===== src/rtl/ha_bist_driver.sv =====
// ha_bist_driver: self-test engine that sweeps all four half-adder input vectors and checks sum/cout.
// Optional macro HA_BIST_STOP_ON_FAIL_EN ends a run at the first mismatching vector.
module ha_bist_driver #(
  parameter int SETTLE_CYCLES = 1,
  parameter int PASSES        = 1,
  parameter int CNT_W         = 8
) (
  input  logic             clk,
  input  logic             rst,
  input  logic             start,
  output logic             dut_a,
  output logic             dut_b,
  input  logic             dut_sum,
  input  logic             dut_cout,
  output logic             busy,
  output logic             done,
  output logic             pass,
  output logic [CNT_W-1:0] mismatch_cnt,
  output logic [3:0]       err_vec,
  output logic             fail_pulse,
  output logic [1:0]       fail_idx
);
  typedef enum logic [1:0] {S_IDLE, S_SETTLE, S_CHECK, S_DONE} state_t;

  localparam logic [7:0]       SETTLE_LOAD = 8'(SETTLE_CYCLES - 1);
  localparam logic [15:0]      LAST_SWEEP  = 16'(PASSES - 1);
  localparam logic [CNT_W-1:0] CNT_MAX     = '1;
  localparam logic [CNT_W-1:0] CNT_ONE     = 1;

  state_t           r_state;
  logic [7:0]       r_settle_cnt;
  logic [15:0]      r_sweep;
  logic [1:0]       r_vec_idx;
  logic             r_a;
  logic             r_b;
  logic             r_busy;
  logic             r_done;
  logic [CNT_W-1:0] r_cnt;
  logic [3:0]       r_err;
  logic [1:0]       r_fidx;

  logic w_exp_sum;
  logic w_exp_cout;
  logic w_mismatch;
  logic w_last_vec;
  logic w_finish;

  // Expected response comes from the registered stimulus; X/Z on the DUT counts as a mismatch.
  assign w_exp_sum  = r_a ^ r_b;
  assign w_exp_cout = r_a & r_b;
  assign w_mismatch = (dut_sum !== w_exp_sum) || (dut_cout !== w_exp_cout);
  assign w_last_vec = (r_vec_idx == 2'd3);

`ifdef HA_BIST_STOP_ON_FAIL_EN
  assign w_finish = w_mismatch || (w_last_vec && (r_sweep == LAST_SWEEP));
`else
  assign w_finish = w_last_vec && (r_sweep == LAST_SWEEP);
`endif

  always_ff @(posedge clk) begin
    if (rst) begin
      r_state      <= S_IDLE;
      r_settle_cnt <= '0;
      r_sweep      <= '0;
      r_vec_idx    <= '0;
      r_a          <= 1'b0;
      r_b          <= 1'b0;
      r_busy       <= 1'b0;
      r_done       <= 1'b0;
      r_cnt        <= '0;
      r_err        <= '0;
      r_fidx       <= '0;
    end else begin
      case (r_state)
        S_IDLE, S_DONE: begin
          if (start) begin
            r_cnt        <= '0;
            r_err        <= '0;
            r_fidx       <= '0;
            r_done       <= 1'b0;
            r_busy       <= 1'b1;
            r_vec_idx    <= '0;
            r_sweep      <= '0;
            r_a          <= 1'b0;
            r_b          <= 1'b0;
            r_settle_cnt <= SETTLE_LOAD;
            r_state      <= S_SETTLE;
          end
        end
        S_SETTLE: begin
          if (r_settle_cnt == 8'd0) r_state <= S_CHECK;
          else r_settle_cnt <= r_settle_cnt - 8'd1;
        end
        S_CHECK: begin
          if (w_mismatch) begin
            r_err[r_vec_idx] <= 1'b1;
            r_fidx           <= r_vec_idx;
            if (r_cnt != CNT_MAX) r_cnt <= r_cnt + CNT_ONE;
          end
          if (w_finish) begin
            // Stimulus is left on the last applied vector.
            r_busy  <= 1'b0;
            r_done  <= 1'b1;
            r_state <= S_DONE;
          end else begin
            if (w_last_vec) r_sweep <= r_sweep + 16'd1;
            r_vec_idx      <= r_vec_idx + 2'd1;
            {r_a, r_b}     <= r_vec_idx + 2'd1;
            r_settle_cnt   <= SETTLE_LOAD;
            r_state        <= S_SETTLE;
          end
        end
        default: r_state <= S_IDLE;
      endcase
    end
  end

  assign dut_a        = r_a;
  assign dut_b        = r_b;
  assign busy         = r_busy;
  assign done         = r_done;
  assign pass         = r_done && (r_cnt == '0);
  assign mismatch_cnt = r_cnt;
  assign err_vec      = r_err;
  assign fail_idx     = r_fidx;
  assign fail_pulse   = (r_state == S_CHECK) && w_mismatch;
endmodule

===== config.mk =====
export PLATFORM = sky130hd
export DESIGN_NAME = ha_bist_driver
export DESIGN_NICKNAME = d
export VERILOG_FILES = /design/src/rtl/ha_bist_driver.sv
export SDC_FILE = /design/constraint.sdc
export NUM_CORES = 1
export LEC_CHECK = 0
export CORE_UTILIZATION = 45
export DETAILED_ROUTE_END_ITERATION = 8
export PLACE_DENSITY = 0.74
export SKIP_CTS_REPAIR_TIMING = 1
export SLEW_MARGIN = 0
export SYNTH_ARGS = -nofsm -noshare
export SYNTH_HDL_FRONTEND = slang
export SYNTH_SLANG_ARGS = --single-unit

===== constraint.sdc =====
create_clock -name clk -period 2.15 [get_ports clk]
set_input_delay 0.5375 -clock clk [delete_from_list [all_inputs] [get_ports clk]]
set_output_delay 0.5375 -clock clk [all_outputs]
set_load 0.02 [all_outputs]

==> run summary, run 1 <==
The flow ran to the end, and the final reports show no timing, DRC or antenna violations. Number of nets at the end of the flow: 373. The leakage power total was 1.18 nW; the number of failing setup endpoints in the final timing report was 0. Slew at the pin closest to its max-slew limit: 515 ps. The kind of critical path is register to register.

Clock-pin slew was measured on the worst setup and hold paths at 80 ps. Of the total power, the share spent switching nets is 37.3%. Of the synthesized area, sequential elements account for 36.1%.

Max-cap violations in this run came to 0. In this run, distinct cell masters in the synthesized netlist total 51. In the routed layout, each cell is associated on average with a via count of 5.70. After the first detailed-routing iteration, the DRC count stood at 150.

The number of cells traversed by the worst register-to-register path was 8; the number of clock sinks was 44. Input and output buffers added on the ports amount to 24. The fraction of synthesized cell area in xor and xnor cells was 3.23%; the fraction of the mapped netlist area in compound gates was 20.9%. The tools report the number of warnings reported in the yosys synthesis log as 0. Combinational cells account for 47.6% of the total power. Per report_power, the clock group accounts for 20.7% of the total.

The initial utilization of the core area, before any placement, comes to 47.1%. met2 is the most crowded layer. After synthesis the cells add up to 0.00244 sq mm. Counting every net in the synthesized netlist gives 321.

Pin placement for this block handled 25 I/O pins. The die extent in y came out at 75.6 um. Wires add up to 5700 um.

The maximum number of pins on one net before global-route repair came out at 24. Once detail routing completed, the nets flagged for antenna violations numbered 0. The main flop type after synthesis was sky130_fd_sc_hd__dfxtp_1. After synthesis, the most frequently instantiated cells are sky130_fd_sc_hd__dfxtp_1 (44), sky130_fd_sc_hd__nand2_1 (30), sky130_fd_sc_hd__nor2_1 (30), sky130_fd_sc_hd__a21oi_1 (27), sky130_fd_sc_hd__inv_1 (18). In the final routed layout, each cell accounts on average for 13.4 um. For this design the total switching power over the nets is 0.00112 W. Each instance of the synthesized netlist takes up on average 8.05 sq um.

The area growth from synthesis to layout is 26.7%. The logs give 0 for the number of pins exceeding their max-slew limit in the final report and 0.00572 sq mm for the area enclosed by the die boundary. The synthesized design contains 0 enable-type register cells.

Excluding fillers, the count of instances in the completed layout stands at 426. The category of the worst setup path launch point was a register. Number of global-route vias before repair: 2083.

The cell total after placement is 418, and the share of power burned in registers is 31.7%. The simple-gate area share of the yosys netlist was 25.3%; the met1 track utilization from global routing was 25.2%. Dividing the final minimum period by the clock period gives 96.5%. The dominant combinational cell family by area after synthesis is simple AND/OR/NAND/NOR gates.

The wire length of the first global-routing pass was 9050 um. The synthesized design spends more area on one cell type than any other, namely sky130_fd_sc_hd__dfxtp_1. The final cell utilization of the core was 59.7%; the data arrival time of the critical path was 2320 ps. The congestion estimate from routability-driven global placement came to 0.907.

Subtracting the final worst setup slack from the clock period gives 2070 ps. At the worst endpoint, the required time is 2390 ps. The clock reaches the later pin of the worst-skew pair after 300 ps. Sorting the synthesized cells by area gives the leading types as sky130_fd_sc_hd__dfxtp_1 (36%), sky130_fd_sc_hd__ha_1 (6.7%), sky130_fd_sc_hd__a21oi_1 (5.5%).

The die is 75.6 um wide. The run gives -246 ps as the worst slack after detailed placement. The number of antenna diodes in the final layout is 0. For this run, the total global-route usage over all layers was measured as 20.4%. The total overflow left after global routing is 0.

The type of the worst min-delay path was register to register. The proportion of register bits with asynchronous set or reset after synthesis was 0%; the maximum fanout encountered on the critical timing path was 8. For met3 alone, demand over resource in global routing was 3.97%. The tools report the final hold violation count as 0. The type of element capturing the critical path is a register.

The initial antenna violation count came out at 0. The ratio of cells with drive above 1 in the final layout was 16.3%; the worst ir drop on vdd was 0.669 mV. The worst slack on hold paths came out at 480 ps. The number of detailed-routing iterations run before antenna repair was 4; the number of rows in the core area was 26.

Synthesis inferred 44 register bits. The power density relative to cell area is 974 mW/mm^2, and the worst hold path stage count is 2. H-tree depth reported by CTS: 2. The tools report the total power draw as 0.00301 W.

The met2 capacity usage during global routing was 35.9%. The dominant cell by count in the synthesized netlist was sky130_fd_sc_hd__dfxtp_1. The portion of synthesized area spent on multiplexers is 2.21%. Summed over its instances, the top area cell type makes up 36.1% of the synthesized netlist area.

For the cell-internal power, the log shows 0.00189 W. Summing the areas of all fa, ha and maj instances in the mapped netlist gives 6.67% of the synthesized area. For this run, design rule violations remaining after detail routing come to 0. The tools report the timing-limited maximum frequency as 482 MHz.

After layout, the worst setup slack is 75.6 ps. Counting along the longest clock path gives a buffer depth of 2. The number of clock buffers added by TritonCTS is 5. After legalization and detailed placement, the total HPWL measured 4170 um.

The cell sitting at the root of the clock tree is a sky130_fd_sc_hd__clkbuf_8. The worst slew margin relative to its limit came out at 65.3%. Synthesis produced 303 cells. The final setup skew came out at 7.24 ps.

After floorplanning, the core was sized to cover 0.00517 sq mm. The routed layout has 2430 vias. TritonCTS built the clock tree.
flip-flops by register name, summed over array words and instances (netlist names):
register and cells:
fail_idx 2, busy 1, r_vec_idx 2, mismatch_cnt 8, done 1, r_settle_cnt 8, r_state 2, err_vec 4
r_sweep 16
worst paths after layout:
| kind | end | slack, ps | start |
|---|---|---|---|
| worst min-delay path | err_vec[2] | 480 | err_vec[2] |
| worst min register to register | err_vec[2] | 480 | err_vec[2] |
| worst max-delay path | r_sweep[10] | 80 | r_vec_idx[1] |
| worst max register to register | r_sweep[10] | 80 | r_vec_idx[1] |
cell usage in the layout (no fill, tap or decap), types with 3 or more instances in the layout:
| cell | n |
|---|---|
| sky130_fd_sc_hd__o31ai_1 | 7 |
| sky130_fd_sc_hd__and3_1 | 6 |
| sky130_fd_sc_hd__a21oi_1 | 26 |
| sky130_fd_sc_hd__o32ai_1 | 3 |
| sky130_fd_sc_hd__buf_4 | 35 |
| sky130_fd_sc_hd__a31oi_1 | 5 |
| sky130_fd_sc_hd__nand2b_1 | 3 |
| sky130_fd_sc_hd__or4_1 | 3 |
| sky130_fd_sc_hd__a21o_1 | 5 |
| sky130_fd_sc_hd__ha_1 | 13 |
| sky130_fd_sc_hd__nand3_1 | 13 |
| sky130_fd_sc_hd__nand4_1 | 7 |
| sky130_fd_sc_hd__clkdlybuf4s50_1 | 22 |
| sky130_fd_sc_hd__nor4_1 | 6 |
| sky130_fd_sc_hd__mux2_2 | 3 |
| sky130_fd_sc_hd__inv_1 | 18 |
| sky130_fd_sc_hd__or3_1 | 4 |
| sky130_fd_sc_hd__xnor2_1 | 4 |
| sky130_fd_sc_hd__dfxtp_1 | 43 |
| sky130_fd_sc_hd__xor2_1 | 5 |
| sky130_fd_sc_hd__o21a_1 | 4 |
| sky130_fd_sc_hd__clkbuf_8 | 5 |
| sky130_fd_sc_hd__o21ai_0 | 9 |
| sky130_fd_sc_hd__nor2_1 | 30 |
| sky130_fd_sc_hd__nand2_1 | 30 |
power by group through the flow:
| stage | Clock [W] | Combinational (W) | Sequential, W |
|---|---|---|---|
| 4_1_cts | 0.000637 | 0.00141 | 0.000949 |
| 2_1_floorplan | 0 | 0.000873 | 0.00100 |
| 3_3_place_gp | 0 | 0.00138 | 0.000963 |
| 5_1_grt | 0.000676 | 0.00159 | 0.000964 |
| 3_5_place_dp | 0 | 0.00140 | 0.000969 |
| 6_report | 0.000623 | 0.00143 | 0.000953 |
metrics by stage:
| stage | TNS (ps) | area [sq um] |
|---|---|---|
| 6_report | 0 | 3090 |
| 5_1_grt | -12.7 | 3090 |
| 4_1_cts | -690 | 3070 |
| 3_5_place_dp | -639 | 2970 |
| 3_3_place_gp | -365 | 2970 |
| 2_1_floorplan | 0 | 2440 |
cell type report:
class | instances | area [sq um]
well taps | 70 | 87.6
flip-flops and latches | 44 | 882
fillers | 443 | 2080
clock buffers | 6 | 72.6
clock inverters | 2 | 35.0
repair buffers | 59 | 493
multi-input cells | 226 | 1450
inverters | 19 | 71.3
cell families after synthesis:
group | count (synthesis)
multiplexers | 5
flip-flops | 44
XOR/XNOR | 9
buffers and inverters | 33
adder cells (fa/ha/maj) | 13
AO/OA/AOI/OAI | 79
AND/OR/NAND/NOR | 120
worst max-delay path, stage by stage (launching register included):
cell                      delay [ps]
sky130_fd_sc_hd__dfxtp_1         340
sky130_fd_sc_hd__buf_4           150
sky130_fd_sc_hd__ha_1            220
sky130_fd_sc_hd__buf_4           160
sky130_fd_sc_hd__inv_1            80
sky130_fd_sc_hd__a21o_1          280
sky130_fd_sc_hd__or4_1           520
sky130_fd_sc_hd__a21oi_1         160
sky130_fd_sc_hd__a31o_2          110
per-layer routing:
layer	routed length (um)	up-vias	part of all wire, %
li1	-	1200	-
met1	2640	1163	46
met2	2770	58	49
met3	212	9	3.7
met4	71	0	1.2
met5	0	-	0
(Power assumes the default switching activity.)
==> run 2, diff against run 1 <==
--- a/config.mk
+++ b/config.mk
@@ -9,7 +9,7 @@
 export DETAILED_ROUTE_END_ITERATION = 8
 export PLACE_DENSITY = 0.74
 export SKIP_CTS_REPAIR_TIMING = 1
-export SLEW_MARGIN = 0
+export SLEW_MARGIN = 40
 export SYNTH_ARGS = -nofsm -noshare
 export SYNTH_HDL_FRONTEND = slang
 export SYNTH_SLANG_ARGS = --single-unit
==> results of run 2 <==
Same layout as run 1: the final DEF is identical, and so are final timing and power.
==> run 3, diff against run 2 <==
--- a/config.mk
+++ b/config.mk
@@ -6,6 +6,7 @@
 export NUM_CORES = 1
 export LEC_CHECK = 0
 export CORE_UTILIZATION = 45
+export CTS_CLUSTER_DIAMETER = 200
 export DETAILED_ROUTE_END_ITERATION = 8
 export PLACE_DENSITY = 0.74
 export SKIP_CTS_REPAIR_TIMING = 1
==> results of run 3 <==
Same layout as run 1: the final DEF is identical, and so are final timing and power.
